`src/rtl/tt_mux_ctrl.sv`:
```
`default_nettype none
// ============================================================================
// Module   : tt_mux_ctrl
// Brief    : Project selection stage for the mux experiment. Broadcasts the
//            pad input bundle, drives a one-hot project enable, returns the
//            selected project's output bundle, and inserts a guard interval
//            (all projects disabled and held in reset) on every switch.
// Revision : 1.0 - initial release
// ============================================================================
module tt_mux_ctrl #(
  parameter int NUM_PROJ = 16,
  parameter int ADDR_W   = 4,
  parameter int IW       = 18,
  parameter int OW       = 24,
  parameter int GUARD    = 4
) (
  input  logic                   clk,
  input  logic                   rst,
  input  logic                   ctrl_ena,
  input  logic                   ctrl_sel_rst,
  input  logic                   ctrl_sel_inc,
  input  logic [IW-1:0]          iw_in,
  output logic [IW-1:0]          iw_out,
  output logic [NUM_PROJ-1:0]    ena_out,
  input  logic [NUM_PROJ*OW-1:0] ow_bus,
  output logic [OW-1:0]          ow_out,
  output logic [ADDR_W-1:0]      addr,
  output logic                   active
);

  localparam int CW = (GUARD > 1) ? $clog2(GUARD) : 1;

  localparam logic [1:0] S_IDLE   = 2'd0;
  localparam logic [1:0] S_SWITCH = 2'd1;
  localparam logic [1:0] S_ACTIVE = 2'd2;

  logic [1:0]          state;
  logic [1:0]          state_nxt;
  logic [CW-1:0]       guard_cnt;
  logic [CW-1:0]       guard_nxt;
  logic                inc_q;
  logic                inc_edge;
  logic                sel_evt;
  logic [ADDR_W-1:0]   addr_nxt;
  logic [NUM_PROJ-1:0] ena_nxt;
  logic                active_nxt;
  logic [OW-1:0]       ow_sel;
  logic [OW-1:0]       ow_nxt;

  // A select event is a level on sel_rst or a fresh rising edge on sel_inc.
  assign inc_edge = ctrl_sel_inc & ~inc_q;
  assign sel_evt  = ctrl_sel_rst | inc_edge;

  // Next address: sel_rst wins over a simultaneous inc edge; increment wraps.
  always_comb begin
    addr_nxt = addr;
    if (ctrl_sel_rst) begin
      addr_nxt = '0;
    end else if (inc_edge) begin
      if (addr == ADDR_W'(NUM_PROJ - 1)) begin
        addr_nxt = '0;
      end else begin
        addr_nxt = addr + ADDR_W'(1);
      end
    end
  end

  // State, guard counter, address and inc-edge history registers.
  always_ff @(posedge clk) begin
    if (rst) begin
      state     <= S_IDLE;
      guard_cnt <= '0;
      addr      <= '0;
      inc_q     <= 1'b0;
    end else begin
      state     <= state_nxt;
      guard_cnt <= guard_nxt;
      addr      <= addr_nxt;
      inc_q     <= ctrl_sel_inc;
    end
  end

  // Next-state logic: every select event restarts the guard interval.
  always_comb begin
    state_nxt = state;
    guard_nxt = guard_cnt;
    if (!ctrl_ena) begin
      state_nxt = S_IDLE;
      guard_nxt = '0;
    end else begin
      case (state)
        S_IDLE: begin
          state_nxt = S_SWITCH;
          guard_nxt = '0;
        end
        S_SWITCH: begin
          if (sel_evt) begin
            guard_nxt = '0;
          end else if (guard_cnt == CW'(GUARD - 1)) begin
            state_nxt = S_ACTIVE;
            guard_nxt = '0;
          end else begin
            guard_nxt = guard_cnt + CW'(1);
          end
        end
        S_ACTIVE: begin
          if (sel_evt) begin
            state_nxt = S_SWITCH;
            guard_nxt = '0;
          end
        end
        default: begin
          state_nxt = S_IDLE;
          guard_nxt = '0;
        end
      endcase
    end
  end

  // Pick the current project's slice out of the concatenated output bus.
  always_comb begin
    ow_sel = '0;
    for (int k = 0; k < NUM_PROJ; k++) begin
      if (addr == ADDR_W'(k)) begin
        ow_sel = ow_bus[k*OW +: OW];
      end
    end
  end

  // Output decode: enable and active follow the next state so they line up
  // with the state register; ow_out samples the current selection.
  always_comb begin
    active_nxt = (state_nxt == S_ACTIVE);
    ena_nxt    = active_nxt ? (NUM_PROJ'(1) << addr_nxt) : '0;
    ow_nxt     = (state == S_ACTIVE) ? ow_sel : '0;
  end

  // Output registers.
  always_ff @(posedge clk) begin
    if (rst) begin
      ena_out <= '0;
      active  <= 1'b0;
      ow_out  <= '0;
    end else begin
      ena_out <= ena_nxt;
      active  <= active_nxt;
      ow_out  <= ow_nxt;
    end
  end

  // Unregistered so the projects see the pad clock undivided; zero keeps
  // their clk and rst_n low whenever no project is active.
  assign iw_out = (state == S_ACTIVE) ? iw_in : '0;

endmodule
`default_nettype wire

```
`config.mk`:
```
export PLATFORM = sky130hd
export DESIGN_NAME = tt_mux_ctrl
export DESIGN_NICKNAME = d
export VERILOG_FILES = /design/src/rtl/tt_mux_ctrl.sv
export SDC_FILE = /design/constraint.sdc
export NUM_CORES = 1
export LEC_CHECK = 0
export BUFFER_PORTS_ARGS = -buffer_cell sky130_fd_sc_hd__buf_2
export CAP_MARGIN = 15
export CORE_AREA = 2 2 183 185
export DETAILED_ROUTE_END_ITERATION = 8
export DIE_AREA = 0 0 185 187
export GPL_ROUTABILITY_DRIVEN = 0
export PLACE_DENSITY_LB_ADDON = 0.2
export SYNTH_ARGS = -nofsm -noshare
export SYNTH_HDL_FRONTEND = slang
export SYNTH_SLANG_ARGS = --single-unit
```
`constraint.sdc`:
```
create_clock -name clk -period 4.84 [get_ports clk]
set_clock_uncertainty 0.05 [all_clocks]
set_input_delay 0.968 -clock clk [delete_from_list [all_inputs] [get_ports clk]]
set_output_delay 0.968 -clock clk [all_outputs]
set_load 0.01 [all_outputs]
```
==> results of run 1 <==
-- cell type report --
cell class                 instances  area, sq um
multi-input combinational        594         3968
clock inverter                     3        48.80
antenna                            7        17.52
fill                            3807        24620
inverter                           9        33.78
clock buffer                       5        125.1
timing repair buffer             488         2490
sequential                        50         1001
tap                              448        560.5
-- synth_stat cells (2+ instances only) --
cell       count  area, sq um
a21o_1         5        37.54
nor2_1        93        349.1
o2bb2ai_1     23        201.4
ha_1           5        62.56
o211ai_1       2        15.01
o22ai_1        5        31.28
o21ai_0       34        170.2
a211oi_2      18        225.2
buf_1          2        7.510
a21oi_1      103        515.5
and4b_1        2        20.02
o2111a_1       2        22.52
a2111oi_0     22        192.7
or3_1          2        12.51
clkbuf_1      56        210.2
inv_1          9        33.78
a211oi_1       6        45.04
buf_6          2        22.52
nand2b_1       9        56.30
nand2_1       11        41.29
a221oi_1      22        192.7
nand3_1        6        30.03
buf_2         21        105.1
or4_1         23        172.7
and3b_1        2        17.52
and2_1        19        118.9
nor2b_1       54        337.8
nor3_1         9        45.04
o22a_1        23        201.4
dfxtp_1       50         1001
nand3b_1      27        202.7
a22oi_1        2        15.01
nor4b_1        2        17.52
o221ai_1      45        394.1
-- through the flow --
stage                     power, uW  worst slack, ps  cell area [sq um]
final                          1201             1159               8244
after global routing           1264            997.3               8239
after CTS                      1224             1112               8227
after detailed placement      766.3             1121               8053
after global placement        765.7             1119               8053
after floorplan               530.1             2567               5276
-- critical path: cells and delay by family (launching register included) --
family | cells | cell delay, ps
buf+inv | 3 | 920
compound gates | 2 | 490
simple gates | 3 | 1210
fa+ha+maj | 1 | 260
flops | 1 | 650
-- layer usage --
layer,vias up,global-route usage (%),part of all wire (%)
met5,-,0,0.15
met4,10,6.960,3.2
met3,57,4.050,7.0
met2,385,37.89,53
met1,3666,20.55,36
li1,3675,-,-
-- registers in the layout (all words and copies together), names as in the netlist --
name       count
active         1
addr           4
ena_out       16
guard_cnt      2
inc_q          1
ow_out        24
state          2
-- worst paths after layout --
path,startpoint,to,slack (ps)
setup / recovery,addr[0],ow_out[1],1160
hold / removal,guard_cnt[1],guard_cnt[1],420
setup reg to reg,addr[0],ow_out[1],1160
hold reg to reg,guard_cnt[1],guard_cnt[1],420
-- where the power goes --
group          internal [uW]  switching (uW)  total (uW)
logic                    180             158         338
registers                412            2.63         415
clock network            249             199         448
total                    841             360        1200
-- cell families (layout without fill, tap and decap cells) --
| logic type | Yosys count | in the layout |
|---|---|---|
| AO/OA/AOI/OAI | 323 | 323 |
| other | 0 | 7 |
| AND/OR/NAND/NOR | 264 | 264 |
| adder cells (fa/ha/maj) | 5 | 5 |
| buffers and inverters | 90 | 505 |
| flip-flops | 50 | 50 |
| multiplexers | 1 | 1 |
| XOR/XNOR | 1 | 1 |
==> results.cfg, run 1 <==
[outcome]
status = complete, no violations

[global_route]
grt_overflow = 0
grt_max_degree = 55
antenna_found_initial = 12
grt_usage_pct = 19.60
first_global_vias = 8035
grt_pass1_wl_um = 49890

[critical_path]
start_kind = flip-flop
crit_type = reg -> reg
crit_slowest_cell = dfxtp_1
crit_path_frequent_cell = buf_4
crit_chain = inv_1, ha_2, buf_4, nand3b_1, buf_4, o22a_1, nor2_1, or4_1, a21oi_1
crit_required_ps = 5010
worst-endpoint-arrival_ps = 3850
crit_path_end_kind = flip-flop
rr_worst_depth = 9
max_stage_delay_ps = 650
cp_max_fo = 53

[yosys]
synth_edf_count = 0
synth_seq_area_share_pct = 18.97
synthAdderAreaFrac_pct = 1.186
synth-compound-area-share_pct = 44.61
synth-main-ff-cell = dfxtp_1
syn_nets = 1146
syn-cell-area_sq_um = 5276
synth-async-reset-ratio_pct = 0
synth-seq-cells = 50
netlist_instances = 734
synth_xor_area_share_pct = 0.1660
synthSimpleGateAreaFrac_pct = 27.70
synth_top_family_by_area = compound AO/OA/AOI/OAI gates
synth_area_per_cell_sq_um = 7.188
muxShareOfSynthArea_pct = 0.1897
synthDistinctLibCells = 52
yosys_warnings = 0

[clock_tree]
ctsHoldBuffers = 0
clkLatencyLatePin_ps = 300
clock-sinks = 50
cts_resized = 0
root_buffer = clkbuf_16
tritoncts = yes
cts.path.max_buffers = 2
clkTransAtPathRegs_ps = 90
cts_buffers = 5
htree_levels = 2
postCtsSetupBuffers = 0

[timing]
tightest_slew_ps = 1193
setup_tns_ps = 0
slew_viol_final = 0
max_freq_mhz = 271.7
fin_crit_ps = 3681
period_share_pct = 76.05
rsz0062_at_grt = false
hold_violations = 0
setup_viol = 0
hold_slack_ps = 420.3
slew_headroom_pct = 20.41

[cells_and_area]
final_util_pct = 25.09
mostFrequentLayoutCells = buf_2 (469), a21oi_1 (102), nor2_1 (91), nor2b_1 (52), dfxtp_1 (50)
drive_gt1_share_pct = 45.87
mostFrequentLayoutCell = buf_2
syn2layout_area_growth_pct = 56.25
instances_no_fill = 1604
nNetsFinal = 1560

[power]
p_leak_uw = 0.003616
powerDensity_nw_per_um2 = 145.7
ir_worst_vdd_mv = 0.1013

[drt]
wl_per_cell_um = 22.49
vias_per_cell = 4.858
wirelength_um = 36080
vias = 7793
ant_nets = 0
drc_errors = 0
dr.pass1.iters = 5
initialDrtViolationCount = 414

[die]
die_x_um = 185
die-height_um = 187
num_rows = 67
initial_utilization_pct = 16.06
ios = 470
core_sq_um = 32860
die-area_sq_um = 34600

[min_path]
holdPathStages = 2
min_path_type = reg -> reg

[placement]
portBuffers = 469
dp_hpwl_um = 29570
dpl.cell_count = 1589

[run]
max-cap-violations = 0
Power figures use the tool's default switching activity.
==> run 2, diff against run 1 <==
--- a/config.mk
+++ b/config.mk
@@ -5,11 +5,12 @@
 export SDC_FILE = /design/constraint.sdc
 export NUM_CORES = 1
 export LEC_CHECK = 0
+export ABC_AREA = 1
 export BUFFER_PORTS_ARGS = -buffer_cell sky130_fd_sc_hd__buf_2
 export CAP_MARGIN = 15
-export CORE_AREA = 2 2 183 185
+export CORE_AREA = 2 2 185 187
 export DETAILED_ROUTE_END_ITERATION = 8
-export DIE_AREA = 0 0 185 187
+export DIE_AREA = 0 0 187 189
 export GPL_ROUTABILITY_DRIVEN = 0
 export PLACE_DENSITY_LB_ADDON = 0.2
 export SYNTH_ARGS = -nofsm -noshare
==> constraint.sdc (replaced) <==
create_clock -name clk -period 3.14 [get_ports clk]
set_clock_uncertainty 0.05 [all_clocks]
set_input_delay 0.628 -clock clk [delete_from_list [all_inputs] [get_ports clk]]
set_output_delay 0.628 -clock clk [all_outputs]
set_load 0.01 [all_outputs]
==> results.cfg, run 2 <==
[cells_and_area]
reg_top3 = ow_out x24, ena_out x16, addr x4
drive_gt1_share_pct = 36.58
largest_register_ff_count = 24
seq_area_sq_um = 1001
final_cell_area_sq_um = 9015
nNetsFinal = 2013
mostFrequentLayoutCell = buf_2
multi_input_area_sq_um = 4140
instances_no_fill = 2055
top_register = ow_out
fillers = 4009
mostFrequentLayoutCells = buf_2 (469), nand2_1 (346), nand3_1 (179), nor2_1 (162), inv_1 (129)
syn2layout_area_growth_pct = 50.42

[outcome]
status = complete, no violations

[clock_tree]
ctsHoldBuffers = 0
tritoncts = yes
postCtsSetupBuffers = 0
cts_resized = 0
clkTransAtPathRegs_ps = 80
cts.path.max_buffers = 2
htree_levels = 2
cts_buffers = 5
clock-sinks = 50
root_buffer = clkbuf_16
clkLatencyLatePin_ps = 310

[power]
clockPowerShare_pct = 34.7
ir_worst_vdd_mv = 0.2038
p_int_uw = 1318
p_leak_uw = 0.005042
swShare_pct = 32.97
power_uw = 1967
powerDensity_nw_per_um2 = 218.1
p_seq_share_pct = 32.5
p_sw_uw = 648.3
pwr-share-comb_pct = 32.9

[die]
die-area_sq_um = 35340
num_rows = 67
ios = 470
initial_utilization_pct = 18.01
core_sq_um = 33280
die_x_um = 187
die-height_um = 189

[global_route]
antenna_found_initial = 10
grt_pass1_wl_um = 51460
first_global_vias = 8882
grt_max_degree = 66
grt_overflow = 0
grt_usage_pct = 18.98

[yosys]
synth-main-ff-cell = dfxtp_1
synth_largest_area_cell = nand2_1
synthTopCellsByCount = nand2_1 (346), nand3_1 (181), nor2_1 (168)
synthDistinctLibCells = 28
syn-cell-area_sq_um = 5993
synth-seq-cells = 50
synth_area_per_cell_sq_um = 5.114
yosys_warnings = 0
netlist_instances = 1172
synth.most_common_cell = nand2_1
synth_seq_area_share_pct = 16.70
synth-async-reset-ratio_pct = 0
syn_nets = 1584
synth_edf_count = 0
synth_top_area_share_pct = 21.67
ys_top_cells_by_area = nand2_1 (22%), dfxtp_1 (17%), nand3_1 (15%)

[drt]
wirelength_um = 34550
drc_errors = 0
dr.pass1.iters = 5
initialDrtViolationCount = 382
vias = 8763
wl_per_cell_um = 16.81
vias_per_cell = 4.264
ant_nets = 0

[critical_path]
cp_max_fo = 65
crit_type = reg -> reg
start_kind = flip-flop
crit_required_ps = 3300
crit_path_end_kind = flip-flop
worst-endpoint-arrival_ps = 2870

[timing]
period_share_pct = 86.24
setup_tns_ps = 0
slew_headroom_pct = 46.45
tightest_slew_ps = 802.4
max_freq_mhz = 369.3
setup_viol = 0
hold_violations = 0
rsz0062_at_grt = false
fin_crit_ps = 2708
slew_viol_final = 0

[placement]
placed_cell_area_sq_um = 8831
dpl.cell_count = 2042
dp_hpwl_um = 28650
portBuffers = 469

[run]
max-cap-violations = 0

[min_path]
min_path_type = reg -> reg
==> run 2: final cells by class <==
type,count,share of cell area [%]
Sequential cell,50,11.10
Multi-Input combinational cell,907,45.93
Timing Repair Buffer,494,28.81
Inverter,143,5.954
Antenna cell,5,0.1388
Tap cell,448,6.218
Clock buffer,6,1.430
Clock inverter,2,0.4164
==> run 2: routing by layer <==
layer  wire, um  global-route usage [%]  vias up
met2      16660                   33.59      345
met1      14690                   23.11     3870
met4        737                   4.487       10
met3       2398                   4.615       47
met5         63                       0        -
li1           -                       -     4491
==> run 2: critical path: stages (launching register included) <==
cell	delay (ps)
dfxtp_1	430
nor2_4	180
buf_12	260
nand2_1	80
buf_4	230
o21ai_0	180
inv_1	50
nand2_1	60
nand3_1	70
nand2_1	150
nand2_1	90
nand2_1	60
nand3_1	90
nand2_1	120
nand2_1	60
nand2_1	50
nand2_1	50
nand3_1	110
nand3_1	100
nand2_1	80
inv_1	30
==> run 2: power by group through the flow <==
stage	sequential [uW]	combinational (uW)	clock (uW)
finish	638	647	682
global route	639	734	726
CTS	638	665	701
detailed placement	653	662	0
global placement	653	661	0
floorplan	653	262	0
==> run 2: worst paths after layout <==
path | startpoint | to | slack [ps] | cells after the start
max | addr[2] | ow_out[17] | 430 | 20
min | guard_cnt[1] | guard_cnt[1] | 430 | 2
max reg2reg | addr[2] | ow_out[17] | 430 | 20
min reg2reg | guard_cnt[1] | guard_cnt[1] | 430 | 2
==> run 2: per-stage QoR <==
step | setup slack, ps | hold WS (ps) | utilization, %
CTS | 255.1 | 427.3 | 27.03
global placement | 321.2 | 405.8 | 26.53
finish | 432.2 | 428.3 | 27.09
floorplan | 1003 | 391.2 | -
detailed placement | 279.2 | 414.4 | 26.53
global route | 90.71 | 452.3 | 27.08
==> run 2: kinds of logic after synthesis <==
family / after synthesis / synth area share (%)
AND/OR/NAND/NOR: 798 / 58.56
XOR/XNOR: 1 / 0.1462
buffers and inverters: 215 / 14.80
AO/OA/AOI/OAI: 103 / 8.748
adder cells (fa/ha/maj): 5 / 1.044
flip-flops: 50 / 16.70
==> run 3, diff against run 2 <==
--- a/config.mk
+++ b/config.mk
@@ -13,6 +13,7 @@
 export DIE_AREA = 0 0 187 189
 export GPL_ROUTABILITY_DRIVEN = 0
 export PLACE_DENSITY_LB_ADDON = 0.2
+export RECOVER_POWER = 100
 export SYNTH_ARGS = -nofsm -noshare
 export SYNTH_HDL_FRONTEND = slang
 export SYNTH_SLANG_ARGS = --single-unit
==> results.cfg, run 3 (synthesis results as in run 2) <==
[timing]
rsz0062_at_grt = false
period_share_pct = 86.71
hold_violations = 0
max_freq_mhz = 367.3
slew_viol_final = 0
slew_headroom_pct = 46.36
worst_slack_ps = 417.4
setup_viol = 0
hold_slack_ps = 428.3
setup_tns_ps = 0
tightest_slew_ps = 803.7
fin_crit_ps = 2723

[clock_tree]
cts.path.max_buffers = 2
clkLatencyLatePin_ps = 300
htree_levels = 2
postCtsSetupBuffers = 0
cts_buffers = 5
root_buffer = clkbuf_16
tritoncts = yes
clkTransAtPathRegs_ps = 80
clock-sinks = 50

[run]
max-cap-violations = 0

[drt]
dr.pass1.iters = 5
drc_errors = 0
ant_nets = 0
wirelength_um = 34480
initialDrtViolationCount = 384
vias = 8776
vias_per_cell = 4.271
wl_per_cell_um = 16.78

[min_path]
holdPathStages = 2
min-delay-start = guard_cnt[1]
min_path_type = reg -> reg
whs_endpoint = guard_cnt[1]

[critical_path]
start_kind = flip-flop
crit_path_end_kind = flip-flop
cp_max_fo = 65
r2r_slack_ps = 420
r2r_start = addr[2]
rr_worst_depth = 20
r2r_end = ow_out[17]
crit_type = reg -> reg
crit_required_ps = 3300
worst-endpoint-arrival_ps = 2880

[die]
die_x_um = 187
initial_utilization_pct = 18.01
num_rows = 67
ios = 470
die-height_um = 189
core_sq_um = 33280
die-area_sq_um = 35340

[cells_and_area]
drive_gt1_share_pct = 32.52
final_util_pct = 26.84
reg_top3 = ow_out x24, ena_out x16, addr x4
top_register = ow_out
syn2layout_area_growth_pct = 49.04
mostFrequentLayoutCells = buf_2 (405), nand2_1 (346), nand3_1 (179), nor2_1 (163), inv_1 (129)
nNetsFinal = 2013
mostFrequentLayoutCell = buf_2
largest_register_ff_count = 24

[power]
powerDensity_nw_per_um2 = 220.1
p_leak_uw = 0.004761
ir_worst_vdd_mv = 0.2041

[global_route]
first_global_vias = 8882
grt_pass1_wl_um = 51460
grt_max_degree = 66
antenna_found_initial = 10
grt_usage_pct = 18.98
grt_overflow = 0

[placement]
pre_cts_ws_ps = 279.2
portBuffers = 469
dp_hpwl_um = 28650

[outcome]
status = complete, no violations
[run 3: changes by cell type in the layout (fill, tap and decap cells not counted)]
| cell | delta |
|---|---|
| buf_2 | -64 |
| nor2_2 | -1 |
| nor2_1 | +1 |
| clkbuf_1 | +64 |
[run 3: metal layers]
layer	up-vias	part of all wire [%]	global-route usage [%]
met5	-	0.20	0
met3	49	6.8	4.615
met4	10	2.2	4.487
li1	4492	-	-
met2	349	48	33.59
met1	3876	43	23.11
[run 3: critical path, stage by stage, from the launching register on]
cell,delay (ps)
dfxtp_1,430
nor2_4,190
buf_12,260
nand2_1,80
buf_4,230
o21ai_0,180
inv_1,50
nand2_1,60
nand3_1,70
nand2_1,150
nand2_1,90
nand2_1,60
nand3_1,90
nand2_1,120
nand2_1,60
nand2_1,50
nand2_1,50
nand3_1,110
nand3_1,110
nand2_1,80
inv_1,30
[run 3: metrics by stage]
stage | total power [uW] | area (sq um) | cells
2_1_floorplan | 915.8 | 5993 | 1172
3_3_place_gp | 1314 | 8831 | 2042
3_5_place_dp | 1316 | 8831 | 2042
4_1_cts | 2005 | 8997 | 2050
5_1_grt | 2098 | 8930 | 2054
6_report | 1966 | 8932 | 2055
[run 3: how the worst max path moves through the flow]
stage / startpoint / end / slack, ps / cells after the start
floorplan: addr[0] / ow_out[4] / 1000 / 19
global placement: addr[0] / ow_out[17] / 320 / 19
detailed placement: addr[0] / ow_out[17] / 280 / 19
CTS: addr[0] / ow_out[17] / 260 / 19
global route: addr[2] / ow_out[17] / 90 / 20
finish: addr[2] / ow_out[17] / 420 / 20
[run 3: layout make-up]
type	count	area, sq um
fillers	4034	24350
repair buffers	494	2517
multi-input cells	907	4138
clock inverters	2	37.54
inverters	143	536.8
well taps	448	560.5
diodes	5	12.51
clock buffers	6	128.9
flip-flops and latches	50	1001
[run 3: power breakdown]
group          total (uW)  switching [uW]  internal (uW)
sequential            638            2.25            636
clock                 681             302            379
combinational         647             344            303
total                1970             649           1320
[run 3: what timing repair did]
item	CTS	global route
setup endpoints to repair	0	1
gates resized for setup	0	1
hold endpoints to repair	0	0
hold buffers	0	0
